### src/rtl/gpio_ctrl_pkg.sv
// gpio_ctrl_pkg: register word offsets, CTRL bit positions and edge-mode helpers for gpio_ctrl
package gpio_ctrl_pkg;

   localparam logic [3:0] ADDR_IN       = 4'h0;
   localparam logic [3:0] ADDR_OUT      = 4'h1;
   localparam logic [3:0] ADDR_OE       = 4'h2;
   localparam logic [3:0] ADDR_INTE     = 4'h3;
   localparam logic [3:0] ADDR_PTRIG    = 4'h4;
   localparam logic [3:0] ADDR_AUX      = 4'h5;
   localparam logic [3:0] ADDR_CTRL     = 4'h6;
   localparam logic [3:0] ADDR_INTS     = 4'h7;
   localparam logic [3:0] ADDR_BOTH     = 4'h8;
   localparam logic [3:0] ADDR_OUT_SET  = 4'h9;
   localparam logic [3:0] ADDR_OUT_CLR  = 4'hA;
   localparam logic [3:0] ADDR_DEBOUNCE = 4'hB;

   localparam int CTRL_GIE  = 0;
   localparam int CTRL_ECLK = 1;
   localparam int CTRL_PEND = 2;

   typedef enum logic [1:0] {
      EDGE_FALL = 2'd0,
      EDGE_RISE = 2'd1,
      EDGE_BOTH = 2'd2
   } edge_mode_e;

   function automatic edge_mode_e edge_mode(input logic both, input logic ptrig);
      return both ? EDGE_BOTH : ptrig ? EDGE_RISE : EDGE_FALL;
   endfunction

   function automatic logic edge_hit(input edge_mode_e m, input logic cur, input logic prev);
      return (m == EDGE_BOTH) ? (cur ^ prev) : (m == EDGE_RISE) ? (cur & ~prev) : (~cur & prev);
   endfunction

endpackage

### src/rtl/gpio_ctrl_in_filter.sv
// gpio_in_filter: pad synchroniser, optional ECLK capture and tick-based debounce producing the filtered input vector
module gpio_in_filter #(
   parameter int GPIO_W      = 32,
   parameter int SYNC_STAGES = 2,
   parameter int DB_W        = 16
) (
   input  logic              sysclk,
   input  logic              sysrst,
   input  logic [GPIO_W-1:0] pad_i,
   input  logic              eclk_i,
   input  logic              eclk_mode,
   input  logic [DB_W-1:0]   db_period,
   input  logic              db_restart,
   output logic [GPIO_W-1:0] filt_o
);

   logic [GPIO_W:0]   sync_q [SYNC_STAGES];
   logic [GPIO_W-1:0] pads_s, hold_q, samp_q, cur, diff;
   logic [DB_W-1:0]   cnt_q;
   logic              eclk_s, eclk_prev, tick;

   assign {eclk_s, pads_s} = sync_q[SYNC_STAGES-1];
   assign cur  = eclk_mode ? hold_q : pads_s;
   assign tick = cnt_q == db_period;
   assign diff = cur ^ samp_q;

   // pads and the eclk strobe share one synchroniser chain
   always_ff @(posedge sysclk or negedge sysrst) begin
      if (!sysrst) begin
         for (int i = 0; i < SYNC_STAGES; i++) sync_q[i] <= '0;
      end else begin
         sync_q[0] <= {eclk_i, pad_i};
         for (int i = 1; i < SYNC_STAGES; i++) sync_q[i] <= sync_q[i-1];
      end
   end

   // eclk capture, shared prescaler and per-pin two-tick agreement filter
   always_ff @(posedge sysclk or negedge sysrst) begin
      if (!sysrst) begin
         eclk_prev <= 1'b0;
         hold_q    <= '0;
         samp_q    <= '0;
         cnt_q     <= '0;
         filt_o    <= '0;
      end else begin
         eclk_prev <= eclk_s;
         if (eclk_s && !eclk_prev) hold_q <= pads_s;
         cnt_q <= (db_restart || tick) ? '0 : cnt_q + 1'b1;
         if (db_period == '0) begin
            filt_o <= cur;
         end else if (tick) begin
            samp_q <= cur;
            filt_o <= (filt_o & diff) | (cur & ~diff);
         end
      end
   end

endmodule

### src/rtl/gpio_ctrl.sv
// gpio_ctrl: GPIO bank with register bus, atomic output ops, filtered inputs and edge interrupts
module gpio_ctrl
   import gpio_ctrl_pkg::*;
#(
   parameter int GPIO_W      = 32,
   parameter int SYNC_STAGES = 2,
   parameter int DB_W        = 16
) (
   input  logic              sysclk,
   input  logic              sysrst,
   input  logic              gpio_we,
   input  logic [31:0]       gpio_addr,
   input  logic [31:0]       gpio_dat_i,
   input  logic [GPIO_W-1:0] aux_i,
   input  logic [GPIO_W-1:0] in_pad_i,
   input  logic              gpio_eclk,
   output logic [31:0]       gpio_dat_o,
   output logic              gpio_inta_o,
   output logic [GPIO_W-1:0] out_pad_o,
   output logic [GPIO_W-1:0] oen_padoe_o
);

   logic [GPIO_W-1:0] out_q, oe_q, inte_q, ptrig_q, aux_q, both_q, ints_q;
   logic [GPIO_W-1:0] filt, filt_prev, hit, wdat, clr;
   logic [1:0]        ctrl_q;
   logic [DB_W-1:0]   db_q;
   logic [3:0]        word;
   logic [31:0]       rdata;
   logic              unused_bits;

   assign word        = gpio_addr[5:2];
   assign wdat        = gpio_dat_i[GPIO_W-1:0];
   assign clr         = (gpio_we && word == ADDR_INTS) ? wdat : '0;
   assign out_pad_o   = (aux_q & aux_i) | (~aux_q & out_q);
   assign oen_padoe_o = oe_q;
   assign unused_bits = ^{gpio_addr, gpio_dat_i};

   gpio_in_filter #(.GPIO_W(GPIO_W), .SYNC_STAGES(SYNC_STAGES), .DB_W(DB_W)) u_filter (
      .sysclk     (sysclk),
      .sysrst     (sysrst),
      .pad_i      (in_pad_i),
      .eclk_i     (gpio_eclk),
      .eclk_mode  (ctrl_q[CTRL_ECLK]),
      .db_period  (db_q),
      .db_restart (gpio_we && word == ADDR_DEBOUNCE),
      .filt_o     (filt)
   );

   // per-pin qualifying edge of the filtered input, gated by INTE
   always_comb begin
      hit = '0;
      for (int i = 0; i < GPIO_W; i++)
         hit[i] = inte_q[i] & edge_hit(edge_mode(both_q[i], ptrig_q[i]), filt[i], filt_prev[i]);
   end

   // read mux; write-only and unmapped words read as zero
   always_comb begin
      rdata = '0;
      case (word)
         ADDR_IN:       rdata = 32'(filt);
         ADDR_OUT:      rdata = 32'(out_q);
         ADDR_OE:       rdata = 32'(oe_q);
         ADDR_INTE:     rdata = 32'(inte_q);
         ADDR_PTRIG:    rdata = 32'(ptrig_q);
         ADDR_AUX:      rdata = 32'(aux_q);
         ADDR_CTRL: begin
            rdata = 32'(ctrl_q);
            rdata[CTRL_PEND] = |ints_q;
         end
         ADDR_INTS:     rdata = 32'(ints_q);
         ADDR_BOTH:     rdata = 32'(both_q);
         ADDR_DEBOUNCE: rdata = 32'(db_q);
         default:       rdata = '0;
      endcase
   end

   // register file, sticky status with set-over-clear, registered read and irq
   always_ff @(posedge sysclk or negedge sysrst) begin
      if (!sysrst) begin
         out_q       <= '0;
         oe_q        <= '0;
         inte_q      <= '0;
         ptrig_q     <= '0;
         aux_q       <= '0;
         both_q      <= '0;
         ints_q      <= '0;
         filt_prev   <= '0;
         ctrl_q      <= '0;
         db_q        <= '0;
         gpio_dat_o  <= '0;
         gpio_inta_o <= 1'b0;
      end else begin
         filt_prev   <= filt;
         ints_q      <= (ints_q & ~clr) | hit;
         gpio_inta_o <= ctrl_q[CTRL_GIE] & |ints_q;
         gpio_dat_o  <= rdata;
         if (gpio_we) begin
            case (word)
               ADDR_OUT:      out_q   <= wdat;
               ADDR_OE:       oe_q    <= wdat;
               ADDR_INTE:     inte_q  <= wdat;
               ADDR_PTRIG:    ptrig_q <= wdat;
               ADDR_AUX:      aux_q   <= wdat;
               ADDR_CTRL:     ctrl_q  <= gpio_dat_i[1:0];
               ADDR_BOTH:     both_q  <= wdat;
               ADDR_OUT_SET:  out_q   <= out_q | wdat;
               ADDR_OUT_CLR:  out_q   <= out_q & ~wdat;
               ADDR_DEBOUNCE: db_q    <= gpio_dat_i[DB_W-1:0];
               default: ;
            endcase
         end
      end
   end

endmodule

### config.mk
export PLATFORM = sky130hd
export DESIGN_NAME = gpio_ctrl
export DESIGN_NICKNAME = d
export VERILOG_FILES = /design/src/rtl/gpio_ctrl_pkg.sv /design/src/rtl/gpio_ctrl_in_filter.sv /design/src/rtl/gpio_ctrl.sv
export SDC_FILE = /design/constraint.sdc
export NUM_CORES = 1
export LEC_CHECK = 0
export ABC_AREA = 1
export CAP_MARGIN = 20
export CORE_MARGIN = 4
export CORE_UTILIZATION = 25
export DETAILED_ROUTE_END_ITERATION = 6
export PLACE_DENSITY = 0.53
export SLEW_MARGIN = 20
export SYNTH_ARGS = -nofsm -noshare
export SYNTH_HDL_FRONTEND = slang
export SYNTH_SLANG_ARGS = --single-unit
### constraint.sdc
create_clock -name sysclk -period 1.89 [get_ports sysclk]
set_input_delay 0.378 -clock sysclk [delete_from_list [all_inputs] [get_ports sysclk]]
set_output_delay 0.378 -clock sysclk [all_outputs]
set_load 0.03 [all_outputs]
Word level (Yosys, flattened, before mapping)
Cells that the tools add are included.
Word-level totals
  input port bits: 132
  logic and storage cells: 459
  register bits: 486
  output and inout bits: 97
Cells by class
  add/sub/neg operators: 1
  equality and inequality tests: 76
  reductions and logical operators: 19
  bitwise operators: 209
  muxes and demuxes: 135
Operators by type and width (number)
  case mux 32 bit (10 select lines): 1
  AND 32 bit: 6
  2-to-1 mux 32 bit: 4
  inverter 32 bit: 4
  bitwise OR 32 bit: 4
  AND 1 bit: 97
  2-to-1 mux 1 bit: 96
  case mux 32 bit (3 select lines): 1
  inverter 1 bit: 65
  == test 2 x 1 -> 1 bit, second input constant: 32
  == test 2 bit, second input constant: 32
  2-to-1 mux 2 bit: 32
  OR reduction 32 bit: 1
  bitwise XOR 1 bit: 32
  bitwise XOR 32 bit: 1
  AND reduction 2 bit: 9
  adder 16 x 1 -> 16 bit, second input constant: 1
  == test 16 bit: 1
  == test 4 x 3 -> 1 bit, second input constant: 4
  == test 4 bit, second input constant: 4
  logical NOT 16 bit: 1
  2-to-1 mux 16 bit: 1
  == test 4 x 2 -> 1 bit, second input constant: 2
  == test 4 x 1 -> 1 bit, second input constant: 1
  other kinds (6): 8

Logic depth before layout (Yosys ltp)
Gate-level depths: netlist of run 1.
  word-level depth: 7
  gate-level depth with buffers: 12
  gate-level depth less buffers: 11

Modules after synthesis
From an unflattened synthesis of run 1, not the netlist that was laid out.
Second synthesis, totals
  cells, all modules: 2821
  area, all modules: 22878.2 um2
By module, submodules not included
  gpio_ctrl: instances 1, sequential area each 7682.4 um2, cells each 1888, area an instance 15061.9 um2
  gpio_in_filter: instances 1, sequential area each 4479.3 um2, cells each 933, area an instance 7816.2 um2

Least setup slack after synthesis of run 1
No wires, ideal clock.
  path kind: input to register
  start: input gpio_addr[4]
  end: register gpio_dat_o[31]
  arrival: 1.357 ns
  required time: 1.761 ns
  library setup time: 0.129 ns
  slack: 0.404 ns
  path buffers: 1
  stages: 9
  path through: inv_1 -> nor2_4 -> nand2_2 -> clkinv_1 -> buf_2 -> nand2_1 -> nand2_1 -> a221oi_1 -> nand2_1
On the way
  word-level cells in the longest chain between the ends: 2
  elaborated cells on any way between the ends: 11
  those cells by class: eq/ne (9); mux (1); reduce/logical (1)
Ends and longest elaborated chain
  start: declaration: RTL line gpio_ctrl.sv:12  | input logic [31:0] gpio_addr,
  == test 4 bit, or another cell as far along: RTL line gpio_ctrl.sv:59  | case (word)
  case mux 32 bit (10 select lines) (*): RTL line gpio_ctrl.sv:59
  net rdata[31]: RTL line gpio_ctrl.sv:28  | logic [31:0] rdata;
  end signal: assignment: RTL line gpio_ctrl.sv:96  | gpio_dat_o <= rdata;
  end: declaration: RTL line gpio_ctrl.sv:17  | output logic [31:0] gpio_dat_o,
Mark *: on every way through the listed nets, which the timed path passes. The rest lies on a longest branch.
A chain may end at the register's enable or synchronous reset.

Worst setup path in the final report of run 1
  start: register oe_q[2], in the netlist oen_padoe_o[2]
  end: output oen_padoe_o[2]
RTL lines
  start: declaration: RTL line gpio_ctrl.sv:23  | logic [GPIO_W-1:0] out_q, oe_q, inte_q, ptrig_q, aux_q, both_q, ints_q;
  start signal: assignment: RTL line gpio_ctrl.sv:100  | ADDR_OE: oe_q <= wdat;
  end: declaration: RTL line gpio_ctrl.sv:20  | output logic [GPIO_W-1:0] oen_padoe_o
No word-level cell between the ends.

==> results of run 1 <==
## area by class of cell
type | instances | area (um2) | area share (%)
Timing Repair Buffer | 361 | 3908 | 13.37
Clock buffer | 74 | 1568 | 5.366
Sequential cell | 486 | 12160 | 41.64
Antenna cell | 2 | 5.005 | 0.01713
Inverter | 345 | 1295 | 4.433
Tap cell | 1165 | 1458 | 4.989
Multi-Input combinational cell | 1654 | 8444 | 28.90
Clock inverter | 27 | 374.1 | 1.281
## report_power, final
group,internal (mW),total (mW),switching (mW),leakage (nW)
Combinational,3.88,9.34,5.46,7.03
Sequential,12.9,15.1,2.22,6.01
Clock,6.90,11.4,4.51,0.947
## per-layer routing
metal | routed length, um | track usage [%] | vias up
li1 | - | - | 9043
met2 | 31730 | 23.21 | 447
met3 | 4982 | 3.636 | 103
met1 | 33280 | 20.97 | 8738
met4 | 1773 | 3.943 | 12
met5 | 52 | 0 | -
## layout by cell type, fill, tap and decap left out, types with 3 or more instances in the layout
cell type	count
sky130_fd_sc_hd__clkbuf_8	12
sky130_fd_sc_hd__nor2_4	3
sky130_fd_sc_hd__clkinv_1	3
sky130_fd_sc_hd__ha_1	65
sky130_fd_sc_hd__o211ai_1	3
sky130_fd_sc_hd__clkdlybuf4s15_2	4
sky130_fd_sc_hd__buf_4	126
sky130_fd_sc_hd__buf_12	62
sky130_fd_sc_hd__o2bb2ai_1	6
sky130_fd_sc_hd__a21oi_1	137
sky130_fd_sc_hd__nor3_1	11
sky130_fd_sc_hd__o21a_1	32
sky130_fd_sc_hd__nor2_1	131
sky130_fd_sc_hd__a211oi_1	21
sky130_fd_sc_hd__nor2_2	8
sky130_fd_sc_hd__dlygate4sd2_1	54
sky130_fd_sc_hd__dfrtp_1	484
sky130_fd_sc_hd__inv_1	331
sky130_fd_sc_hd__o21ai_0	268
sky130_fd_sc_hd__nand4_1	10
sky130_fd_sc_hd__clkdlybuf4s50_1	102
sky130_fd_sc_hd__bufinv_16	8
sky130_fd_sc_hd__nor4_1	5
sky130_fd_sc_hd__nand2_1	669
sky130_fd_sc_hd__clkbuf_1	7
sky130_fd_sc_hd__buf_6	5
sky130_fd_sc_hd__a22o_1	7
sky130_fd_sc_hd__xor2_1	5
sky130_fd_sc_hd__o22ai_1	45
sky130_fd_sc_hd__nand2_2	22
sky130_fd_sc_hd__nand3_1	105
sky130_fd_sc_hd__o21ai_2	38
sky130_fd_sc_hd__o21ai_1	18
sky130_fd_sc_hd__clkinv_2	11
sky130_fd_sc_hd__inv_2	11
sky130_fd_sc_hd__a221oi_1	30
sky130_fd_sc_hd__o2111ai_1	6
sky130_fd_sc_hd__clkbuf_16	58
sky130_fd_sc_hd__clkinvlp_4	5
## what timing repair did
item / 4_1_cts / 5_1_grt
resized for setup: 100 / 22
gates cloned: 0 / 5
setup endpoints to repair: 85 / 72
hold endpoints to repair: 26 / 0
pin swaps: 0 / 7
hold buffers: 1 / 0
buffers inserted: 3 / 15
## stage by stage
stage               area, um2  utilization (%)
finish                  29220            33.01
global route            29210            33.00
CTS                     28940            32.69
detailed placement      27010            30.52
global placement        27010            30.52
floorplan               22320                -
## path summary, 6_finish.rpt
path                                                         to                           from  slack (ns)
max in group asynchronous         u_filter.pads_s[18]$_DFF_PN0_                         sysrst        0.83
worst min-delay path              u_filter.sync_q[61]$_DFF_PN0_                   in_pad_i[28]        0.20
worst max register to register  u_filter.samp_q[26]$_DFFE_PN0P_    u_filter.cnt_q[6]$_DFF_PN0_        0.13
worst min register to register    u_filter.pads_s[14]$_DFF_PN0_  u_filter.sync_q[47]$_DFF_PN0_        0.35
min in group asynchronous         u_filter.sync_q[37]$_DFF_PN0_                         sysrst        0.28
worst max-delay path                             oen_padoe_o[2]     oen_padoe_o[2]$_DFFE_PN0P_        0.04
## kinds of logic (layout without fill, tap and decap cells)
logic type      Yosys count  count (layout)
flops                   486             486
simple gates            968             968
compound gates          616             616
buf+inv                 442             807
other cells               0               2
fa+ha+maj                65              65
xor+xnor                  5               5
==> Implementation_results.wiki, run 1 <==
{| class="wikitable"
! Metric !! Value
|-
| Result of the run || completed
|-
| Drt first pass iters || 5
|-
| Cell with the largest stage delay on the worst path || sky130_fd_sc_hd__dlygate4sd2_1
|-
| Synthesized net count || 2779
|-
| Fraction of the yosys area taken by sequential cells || 54.48%
|-
| Post-route clock period utilization || 98.00%
|-
| Top-level I/O count || 229
|-
| Sum of net half-perimeters after detailed placement || 52190 um
|-
| Input/output buffers || 200
|-
| Total Nets Final || 3099
|-
| Most numerous cell types in the synthesized netlist || sky130_fd_sc_hd__nand2_1, sky130_fd_sc_hd__dfrtp_1, sky130_fd_sc_hd__inv_1
|-
| Worst Hold Depth || 1
|-
| Vert. Die Dim || 306.8 um
|-
| Number of global-route vias before repair || 17690
|-
| DIE WIDTH || 306.8 um
|-
| Fin worst setup slack || 0.03785 ns
|-
| Total congestion overflow || 0
|-
| Combinational family with the most area after synthesis || simple AND/OR/NAND/NOR gates
|-
| Number of warnings reported in the yosys synthesis log || 0
|-
| Final Skew || 0.02420 ns
|-
| Flops & latches, synth || 486
|-
| Layout cells sized above 1 || 13.03%
|-
| Critical Path Fanout Max || 3
|-
| Worst slack at placement || -0.3140 ns
|-
| Area grow syn2layout || 30.88%
|-
| Total via count in the routed design || 18340
|-
| Total detailed-routing wirelength || 71810 um
|-
| Number of distinct library cell variants in the gate-level netlist after synthesis || 40
|-
| Basic-gate share of the synthesized area counting and, or, nand and nor cells || 17.56%
|-
| Effective utilization at floorplan || 25.22%
|-
| Max-capacitance violation count || 0
|-
| Cells along the critical path || dlygate4sd2_1
|-
| Data required time at the worst endpoint || 1.51 ns
|-
| Hold Path Class || in -> reg
|-
| Clock Sinks || 486
|-
| Area enclosed by the die boundary || 94140 um2
|-
| Nature of the critical path startpoint || flip-flop
|-
| Worst path max stage delay || 0.49 ns
|-
| Endpoint arrival time on the critical path || 1.47 ns
|-
| Post-synthesis cell count || 2582
|-
| Post-detailed-route count of antenna-violating nets || 0
|-
| Clock Tree Buf Depth || 3
|-
| Largest area contributor in the synthesized netlist || sky130_fd_sc_hd__dfrtp_1
|-
| Portion of netlist area occupied by mux cells || 0%
|-
| Antenna violations before repair || 9
|-
| Htree depth || 2
|-
| Combined buffer and inverter count along the critical path || 1
|-
| Length in cells of the worst reg-to-reg path || 12
|-
| Cell family with most CP delay || buffers and inverters
|-
| Slew headroom || 68.56%
|-
| Area of the placeable core || 88510 um2
|-
| Later-pin clock latency in the skew report || 0.61 ns
|-
| Fmax || 539.9 MHz
|-
| Number of placement rows || 109
|-
| Inserted Clock Buffers || 54
|-
| Crit Path Class || reg -> out
|-
| Cell leakage power || 13.99 nW
|-
| CTS tree || built
|-
| First-pass GRT wire length || 109100 um
|-
| Filler cells || 9131
|-
| Top-area cell type share of the netlist area || 54.48%
|-
| Maximum vdd ir drop || 0.6979 mV
|-
| Crit end category || output port
|-
| Largest net degree at the start of global routing || 60
|-
| Setup Total Neg Slack || 0 ns
|-
| Actual transition at the worst max-transition pin || 0.4716 ns
|-
| Number of DRC markers after the initial detailed-route iteration || 1312
|-
| Prevailing post-synth register cell || sky130_fd_sc_hd__dfrtp_1
|-
| Final setup viols || 0
|-
| RSZ-0062 raised after global routing || yes
|-
| Complex-gate fraction of the synthesized area || 16.09%
|-
| Final period demand of the worst path || 1.852 ns
|-
| Worst hold-check slack || 0.2031 ns
|-
| Number of synthesized flops with an enable pin || 0
|-
| Critical path depth || 1
|-
| Number of standard cells in the final layout excluding fillers || 4114
|-
| Fin. max-slew vios || 0
|-
| Syn Area/Cell || 8.645 um2
|-
| Root buffer selected by CTS || sky130_fd_sc_hd__clkbuf_16
|-
| CTS clk-pin slew, worst paths || 0.06 ns
|-
| Synth Cell Area || 22320 um2
|-
| Cell area power density || 1227 nW/um2
|-
| DRC viols || 0
|-
| Number of flip-flops under the largest register name || 33
|-
| Routed wirelength normalized by instance count || 17.46 um
|-
| Top-count cell post-synth || sky130_fd_sc_hd__nand2_1
|-
| Total count of hold-check failures in the final report || 0
|-
| Detail-routed via count per cell || 4.459
|-
| Fraction of registers with async set or reset after synthesis || 100.0%
|-
| Final weighted congestion of routability-driven global placement || 0.8634
|-
| Power, Total || 35.86 mW
|-
| Cell types with the largest area share after synthesis || sky130_fd_sc_hd__dfrtp_1, sky130_fd_sc_hd__nand2_1, sky130_fd_sc_hd__o21ai_0
|-
| GRT Total Usage || 14.96%
|-
| Largest Register || u_filter.sync_q
|-
| Cell count after placement || 3987
|-
| Synth Area in XOR/XNOR || 0.1962%
|-
| Adder and majority gate portion of the synthesized area || 3.643%
|}
No activity file was read; power rests on OpenSTA's default activity.
==> run 2, diff against run 1 <==
Settings changed: PLACE_DENSITY 0.53 to 0.43.
==> run 2 against run 1 <==
Core utilization fell by 0.24 points. Clock skew is 0.0015 ns lower. Wire length increased by 5.7%. Cell count shrank 0.53%. Fmax barely moved. Hold slack better by 0.0078 ns. Total power is 1.2% lower. Highest routed layer unchanged.
==> Implementation_results.wiki, run 2 (synthesis results as in run 1) <==
{| class="wikitable"
! Metric !! Value
|-
| Antenna violations before repair || 8 (was 9)
|-
| Combined buffer and inverter count along the critical path || 1 (unchanged)
|-
| CTS tree || built (unchanged)
|-
| Endpoint arrival time on the critical path || 1.47 ns (about the same)
|-
| Final Skew || 0.02265 ns (was 0.02420 ns)
|-
| First-pass GRT wire length || 114500 um (was 109100 um)
|-
| Number of DRC markers after the initial detailed-route iteration || 1501 (was 1312)
|-
| Root buffer selected by CTS || sky130_fd_sc_hd__clkbuf_16 (unchanged)
|-
| Number of global-route vias before repair || 18310 (was 17690)
|-
| Input/output buffers || 200 (unchanged)
|-
| Combinational share of power || 26.1% (about the same)
|-
| Post-detailed-route count of antenna-violating nets || 0 (unchanged)
|-
| Critical Path Fanout Max || 3 (unchanged)
|-
| Post-route clock period utilization || 98.04% (was 98.00%)
|-
| Data required time at the worst endpoint || 1.51 ns (about the same)
|-
| Drt first pass iters || 6 (was 5)
|-
| Number of flip-flops under the largest register name || 33 (unchanged)
|-
| Top-level I/O count || 229 (unchanged)
|-
| Inserted Clock Buffers || 57 (was 54)
|-
| Actual transition at the worst max-transition pin || 0.5512 ns (was 0.4716 ns)
|-
| Area grow syn2layout || 29.93% (was 30.88%)
|-
| Detail-routed via count per cell || 4.531 (was 4.459)
|-
| Htree depth || 2 (unchanged)
|-
| Cell family with most CP delay || buffers and inverters (unchanged)
|-
| Later-pin clock latency in the skew report || 0.61 ns (about the same)
|-
| Total congestion overflow || 0 (unchanged)
|-
| Slew headroom || 62.91% (was 68.56%)
|-
| Max-capacitance violation count || 0 (unchanged)
|-
| Cell leakage power || 13.85 nW (was 13.99 nW)
|-
| Fmax || 539.7 MHz (was 539.9 MHz)
|-
| Sum of net half-perimeters after detailed placement || 53300 um (was 52190 um)
|-
| Total via count in the routed design || 18540 (was 18340)
|-
| Clock Sinks || 486 (unchanged)
|-
| Psw || 12.26 mW (was 12.18 mW)
|-
| Worst hold-check slack || 0.2109 ns (was 0.2031 ns)
|-
| RSZ-0062 raised after global routing || yes (unchanged)
|-
| Final weighted congestion of routability-driven global placement || 0.8289 (was 0.8634)
|-
| Cells along the critical path || dlygate4sd2_1 (unchanged)
|-
| Routed wirelength normalized by instance count || 18.55 um (was 17.46 um)
|-
| Register share of total power || 42.8% (was 42.1%)
|-
| Layout cells sized above 1 || 12.30% (was 13.03%)
|-
| Setup Total Neg Slack || 0 ns (unchanged)
|-
| Final period demand of the worst path || 1.853 ns (was 1.852 ns)
|-
| Final setup viols || 0 (unchanged)
|-
| P_int || 23.16 mW (was 23.67 mW)
|-
| Cell area power density || 1221 nW/um2 (was 1227 nW/um2)
|-
| Area enclosed by the die boundary || 94140 um2 (unchanged)
|-
| Clock share of power || 31.1% (was 31.8%)
|-
| Commonest non-fill, non-tap cells in the layout || sky130_fd_sc_hd__nand2_1, sky130_fd_sc_hd__dfrtp_1, sky130_fd_sc_hd__inv_1 (unchanged)
|-
| Effective utilization at floorplan || 25.22% (unchanged)
|-
| Vert. Die Dim || 306.8 um (unchanged)
|-
| Most frequent standard cell in the layout excluding fill and tap cells || sky130_fd_sc_hd__nand2_1 (unchanged)
|-
| Switching power as a share of total power || 34.61% (was 33.98%)
|-
| Largest net degree at the start of global routing || 85 (was 60)
|-
| Post-layout utilization of the core || 32.77% (was 33.01%)
|-
| Total detailed-routing wirelength || 75920 um (was 71810 um)
|-
| Fin. max-slew vios || 0 (unchanged)
|-
| Crit end category || output port (unchanged)
|-
| Number of placement rows || 109 (unchanged)
|-
| GRT Total Usage || 15.80% (was 14.96%)
|-
| Clock Tree Buf Depth || 3 (unchanged)
|-
| Total Nets Final || 3078 (was 3099)
|-
| Result of the run || completed (unchanged)
|-
| Crit Path Class || reg -> out (unchanged)
|-
| Maximum vdd ir drop || 0.7299 mV (was 0.6979 mV)
|-
| Hold Path Class || in -> reg (unchanged)
|-
| Total count of hold-check failures in the final report || 0 (unchanged)
|-
| Largest Register || u_filter.sync_q (unchanged)
|-
| Cell with the largest stage delay on the worst path || sky130_fd_sc_hd__dlygate4sd2_1 (unchanged)
|-
| CTS clk-pin slew, worst paths || 0.06 ns (about the same)
|-
| Nature of the critical path startpoint || flip-flop (unchanged)
|-
| Power, Total || 35.42 mW (was 35.86 mW)
|-
| Area of the placeable core || 88510 um2 (unchanged)
|-
| DRC viols || 0 (unchanged)
|-
| Worst path max stage delay || 0.44 ns (was 0.49 ns)
|-
| DIE WIDTH || 306.8 um (unchanged)
|}
[run 2: cell count changes in the layout (fill, tap and decap cells not counted), sizes merged]
cell | previous run | this run
dlygate4sd2 | 54 | 53
buf | 194 | 167
clkbuf | 78 | 88
clkinvlp | 5 | 1
bufinv | 8 | 3
clkinv | 17 | 19
clkdlybuf4s15 | 6 | 9
inv | 342 | 343
diode | 2 | 1
[run 2: timing repair]
action	in CTS	in global routing
buffers inserted	0	4
cloned	0	6
pin swaps	0	2
hold buffers	1	0
hold endpoints to repair	123	0
endpoints found under the setup margin	85	72
resized for setup	108	22
[run 2: layout make-up]
cell class,instances,area (um2)
timing repair buffer,337,3759
tap,1165,1458
clock inverter,21,186.4
inverter,345,1295
antenna,1,2.502
fill,9038,59510
multi-input combinational,1654,8454
clock buffer,83,1677
sequential,486,12170
[run 2: stage by stage]
stage | worst slack, ns | instances | cell area, um2
3_3_place_gp | -0.4503 | 3976 | 26950
2_1_floorplan | 0.4037 | 2582 | 22320
6_report | 0.03710 | 4092 | 29000
3_5_place_dp | -0.4150 | 3976 | 26950
4_1_cts | 0.0001598 | 4081 | 28790
5_1_grt | -0.01177 | 4091 | 29000
[run 2: metal layers]
layer	up-vias	wire length, um	global-route usage [%]
met5	-	68	0
met4	10	2250	4.852
met3	135	4486	3.292
met2	477	34050	24.80
met1	8920	35070	21.97
li1	9000	-	-
[run 2: path summary, 6_finish.rpt]
check | from | endpoint | slack [ns] | depth (start not counted)
hold reg to reg | u_filter.sync_q[48]$_DFF_PN0_ | u_filter.pads_s[15]$_DFF_PN0_ | 0.34 | 0
setup / recovery | oen_padoe_o[31]$_DFFE_PN0P_ | oen_padoe_o[31] | 0.04 | 1
max in group asynchronous | sysrst | inte_q[25]$_DFFE_PN0P_ | 0.87 | 4
setup reg to reg | db_q[11]$_DFFE_PN0P_ | u_filter.samp_q[1]$_DFFE_PN0P_ | 0.05 | 10
hold / removal | in_pad_i[25] | u_filter.sync_q[58]$_DFF_PN0_ | 0.21 | 1
min in group asynchronous | sysrst | u_filter.sync_q[43]$_DFF_PN0_ | 0.23 | 2
[run 2: power by group through the flow]
stage / clock [mW] / sequential, mW / combinational (mW)
final: 11.0 / 15.2 / 9.24
after global routing: 11.8 / 15.5 / 10.5
after CTS: 11.4 / 15.2 / 9.30
after detailed placement: 0 / 15.3 / 9.36
after global placement: 0 / 15.2 / 9.12
after floorplan: 0 / 14.9 / 5.38
==> run 3, diff against run 2 <==
Settings changed: PLACE_DENSITY 0.43 to 0.42, SETUP_SLACK_MARGIN set to 0.02, SYNTH_HIERARCHICAL set to 1.
==> run 3 against run 2 <==
Non-clock buffer count is 15 higher. Die area is 2.4% higher. Critical endpoint is now out_pad_o[5]. Total power rose by 0.20%. Largest power group unchanged. Sequential share of layout area decreased by 0.82 points.
==> Implementation_results.wiki, run 3 <==
{| class="wikitable"
! Metric !! Value
|-
| Final setup viols || 0 (unchanged)
|-
| Area enclosed by the die boundary || 96420 um2 (was 94140 um2)
|-
| Layout cells sized above 1 || 11.53% (was 12.30%)
|-
| Actual transition at the worst max-transition pin || 0.4427 ns (was 0.5512 ns)
|-
| Routed wirelength normalized by instance count || 17.65 um (was 18.55 um)
|-
| Flops & latches, synth || 486 (unchanged)
|-
| Htree depth || 2 (unchanged)
|-
| Worst hold-check slack || 0.2069 ns (was 0.2109 ns)
|-
| Later-pin clock latency in the skew report || 0.63 ns (was 0.61 ns)
|-
| Synthesized net count || 3018 (was 2779)
|-
| Number of global-route vias before repair || 18550 (was 18310)
|-
| Nature of the critical path startpoint || flip-flop (unchanged)
|-
| Number of standard cells in the final layout excluding fillers || 4344 (was 4092)
|-
| Top-count cell post-synth || sky130_fd_sc_hd__nand2_1 (unchanged)
|-
| Antenna violations before repair || 2 (was 8)
|-
| Number of warnings reported in the yosys synthesis log || 6 (was 0)
|-
| Top-area cell type share of the netlist area || 53.16% (was 54.48%)
|-
| CTS clk-pin slew, worst paths || 0.06 ns (about the same)
|-
| Post-route cell area || 29600 um2 (was 29000 um2)
|-
| Clock Sinks || 486 (unchanged)
|-
| Hold Path Class || in -> reg (unchanged)
|-
| Slew headroom || 70.22% (was 62.91%)
|-
| Post-route clock period utilization || 98.54% (was 98.04%)
|-
| Fin. max-slew vios || 0 (unchanged)
|-
| GRT Total Usage || 15.55% (was 15.80%)
|-
| Sum of net half-perimeters after detailed placement || 55000 um (was 53300 um)
|-
| Clock Tree Buf Depth || 3 (unchanged)
|-
| Inserted Clock Buffers || 57 (unchanged)
|-
| Prevailing post-synth register cell || sky130_fd_sc_hd__dfrtp_1 (unchanged)
|-
| Total count of hold-check failures in the final report || 0 (unchanged)
|-
| Largest area contributor in the synthesized netlist || sky130_fd_sc_hd__dfrtp_1 (unchanged)
|-
| Number of synthesized flops with an enable pin || 0 (unchanged)
|-
| Final period demand of the worst path || 1.862 ns (was 1.853 ns)
|-
| Most numerous cell types in the synthesized netlist || sky130_fd_sc_hd__nand2_1, sky130_fd_sc_hd__dfrtp_1, sky130_fd_sc_hd__inv_1 (unchanged)
|-
| Data required time at the worst endpoint || 1.51 ns (about the same)
|-
| DRC viols || 0 (unchanged)
|-
| Post-detailed-route count of antenna-violating nets || 0 (unchanged)
|-
| Fraction of registers with async set or reset after synthesis || 100.0% (unchanged)
|-
| Cell area power density || 1199 nW/um2 (was 1221 nW/um2)
|-
| Input/output buffers || 200 (unchanged)
|-
| Drt first pass iters || 7 (was 6)
|-
| Max-capacitance violation count || 0 (unchanged)
|-
| Largest net degree at the start of global routing || 80 (was 85)
|-
| Final weighted congestion of routability-driven global placement || 0.8022 (was 0.8289)
|-
| Area of the placeable core || 90420 um2 (was 88510 um2)
|-
| RSZ-0062 raised after global routing || yes (unchanged)
|-
| Most frequent standard cell in the layout excluding fill and tap cells || sky130_fd_sc_hd__nand2_1 (unchanged)
|-
| Critical Path Fanout Max || 2 (was 3)
|-
| Cell types with the largest area share after synthesis || sky130_fd_sc_hd__dfrtp_1, sky130_fd_sc_hd__nand2_1, sky130_fd_sc_hd__o21ai_0 (unchanged)
|-
| Post-layout utilization of the core || 32.73% (was 32.77%)
|-
| DIE WIDTH || 310.5 um (was 306.8 um)
|-
| Syn Area/Cell || 8.110 um2 (was 8.645 um2)
|-
| Area grow syn2layout || 29.37% (was 29.93%)
|-
| Area post-placement || 27290 um2 (was 26950 um2)
|-
| Effective utilization at floorplan || 25.30% (was 25.22%)
|-
| First-pass GRT wire length || 117100 um (was 114500 um)
|-
| CTS tree || built (unchanged)
|-
| Result of the run || completed (unchanged)
|-
| Maximum vdd ir drop || 0.8693 mV (was 0.7299 mV)
|-
| Number of DRC markers after the initial detailed-route iteration || 1286 (was 1501)
|-
| Total via count in the routed design || 18850 (was 18540)
|-
| Synth Cell Area || 22880 um2 (was 22320 um2)
|-
| Crit Path Class || reg -> out (unchanged)
|-
| Total Nets Final || 3317 (was 3078)
|-
| Number of placement rows || 110 (was 109)
|-
| Final Skew || 0.02871 ns (was 0.02265 ns)
|-
| Fmax || 536.9 MHz (was 539.7 MHz)
|-
| Top-level I/O count || 229 (unchanged)
|-
| Detail-routed via count per cell || 4.339 (was 4.531)
|-
| Cell leakage power || 14.27 nW (was 13.85 nW)
|-
| Cell count after placement || 4214 (was 3976)
|-
| Largest Register || u_filter/sync_q (was u_filter.sync_q)
|-
| Number of distinct library cell variants in the gate-level netlist after synthesis || 33 (was 40)
|-
| Total congestion overflow || 0 (unchanged)
|-
| Commonest non-fill, non-tap cells in the layout || sky130_fd_sc_hd__nand2_1, sky130_fd_sc_hd__dfrtp_1, sky130_fd_sc_hd__inv_1 (unchanged)
|-
| Post-synthesis cell count || 2821 (was 2582)
|-
| Crit end category || output port (unchanged)
|-
| Root buffer selected by CTS || sky130_fd_sc_hd__clkbuf_16 (unchanged)
|-
| Fraction of the yosys area taken by sequential cells || 53.16% (was 54.48%)
|-
| Vert. Die Dim || 310.5 um (was 306.8 um)
|-
| Number of flip-flops under the largest register name || 33 (unchanged)
|-
| Endpoint arrival time on the critical path || 1.48 ns (was 1.47 ns)
|-
| Total detailed-routing wirelength || 76660 um (was 75920 um)
|}
run 3: worst paths after layout:
check                                               from                              to  slack, ns  depth (start not counted)
max in group asynchronous                         sysrst            db_q[10]$_DFFE_PN0P_       0.86                          3
min in group asynchronous                         sysrst           both_q[0]$_DFFE_PN0P_       0.24                          2
min                                         in_pad_i[31]   u_filter/sync_q[64]$_DFF_PN0_       0.21                          1
max                                 aux_q[5]$_DFFE_PN0P_                    out_pad_o[5]       0.03                          2
min reg2reg                u_filter/sync_q[54]$_DFF_PN0_   u_filter/pads_s[21]$_DFF_PN0_       0.34                          0
max reg2reg                          db_q[7]$_DFFE_PN0P_  u_filter/samp_q[2]$_DFFE_PN0P_       0.14                         10
run 3: stage by stage:
| step | setup TNS (ns) | total power [mW] | setup WS [ns] |
|---|---|---|---|
| finish | 0 | 35.49 | 0.02753 |
| global route | -0.1258 | 38.01 | -0.04160 |
| CTS | -0.06408 | 35.88 | -0.02670 |
| detailed placement | -45.19 | 24.26 | -0.3215 |
| global placement | -43.75 | 24.15 | -0.2978 |
| floorplan | 0 | 20.09 | 0.3701 |
run 3: metal layers:
metal	routed length, um	share of wire, %	track usage (%)	vias up
met5	0	0	0	-
met4	1862	2.4	4.135	0
met3	3391	4.4	2.379	99
met2	32910	43	23.27	333
met1	38490	50	23.29	8847
li1	-	-	-	9569
run 3: cell type report:
type / instances / area [um2]
inverters: 346 / 1299
well taps: 1176 / 1471
clock buffers: 80 / 1675
fillers: 9462 / 60830
multi-input cells: 1877 / 8989
repair buffers: 352 / 3722
flip-flops and latches: 486 / 12180
diodes: 3 / 7.507
clock inverters: 24 / 254.0
run 3: cell families after synthesis:
logic type                 after synthesis  share of synthesized area (%)
xor gates and xnor gates                 5                         0.1914
buffers and inverters                  458                          8.045
DFF                                    486                          53.16
adders and majority gates               65                          3.555
muxes                                    6                         0.2953
AOI/OAI and AO/OA                      532                          12.24
and+or+nand+nor                       1269                          22.52
run 3: power by group:
part	switching [mW]	internal, mW
clock network	4.52	6.82
logic	5.44	3.62
registers	2.21	12.9
total	12.2	23.3
run 3: worst max-delay path, cell delays in order (launching register included):
cell                      delay [ns]
sky130_fd_sc_hd__dfrtp_1        0.41
sky130_fd_sc_hd__mux2_4         0.32
sky130_fd_sc_hd__buf_12         0.14
run 3: timing repair:
item	4_1_cts	5_1_grt
pin swaps	2	7
cloned	0	6
gates resized for setup	122	40
hold buffers	1	0
buffers inserted	8	8
setup endpoints to repair	85	82
hold endpoints to repair	232	0
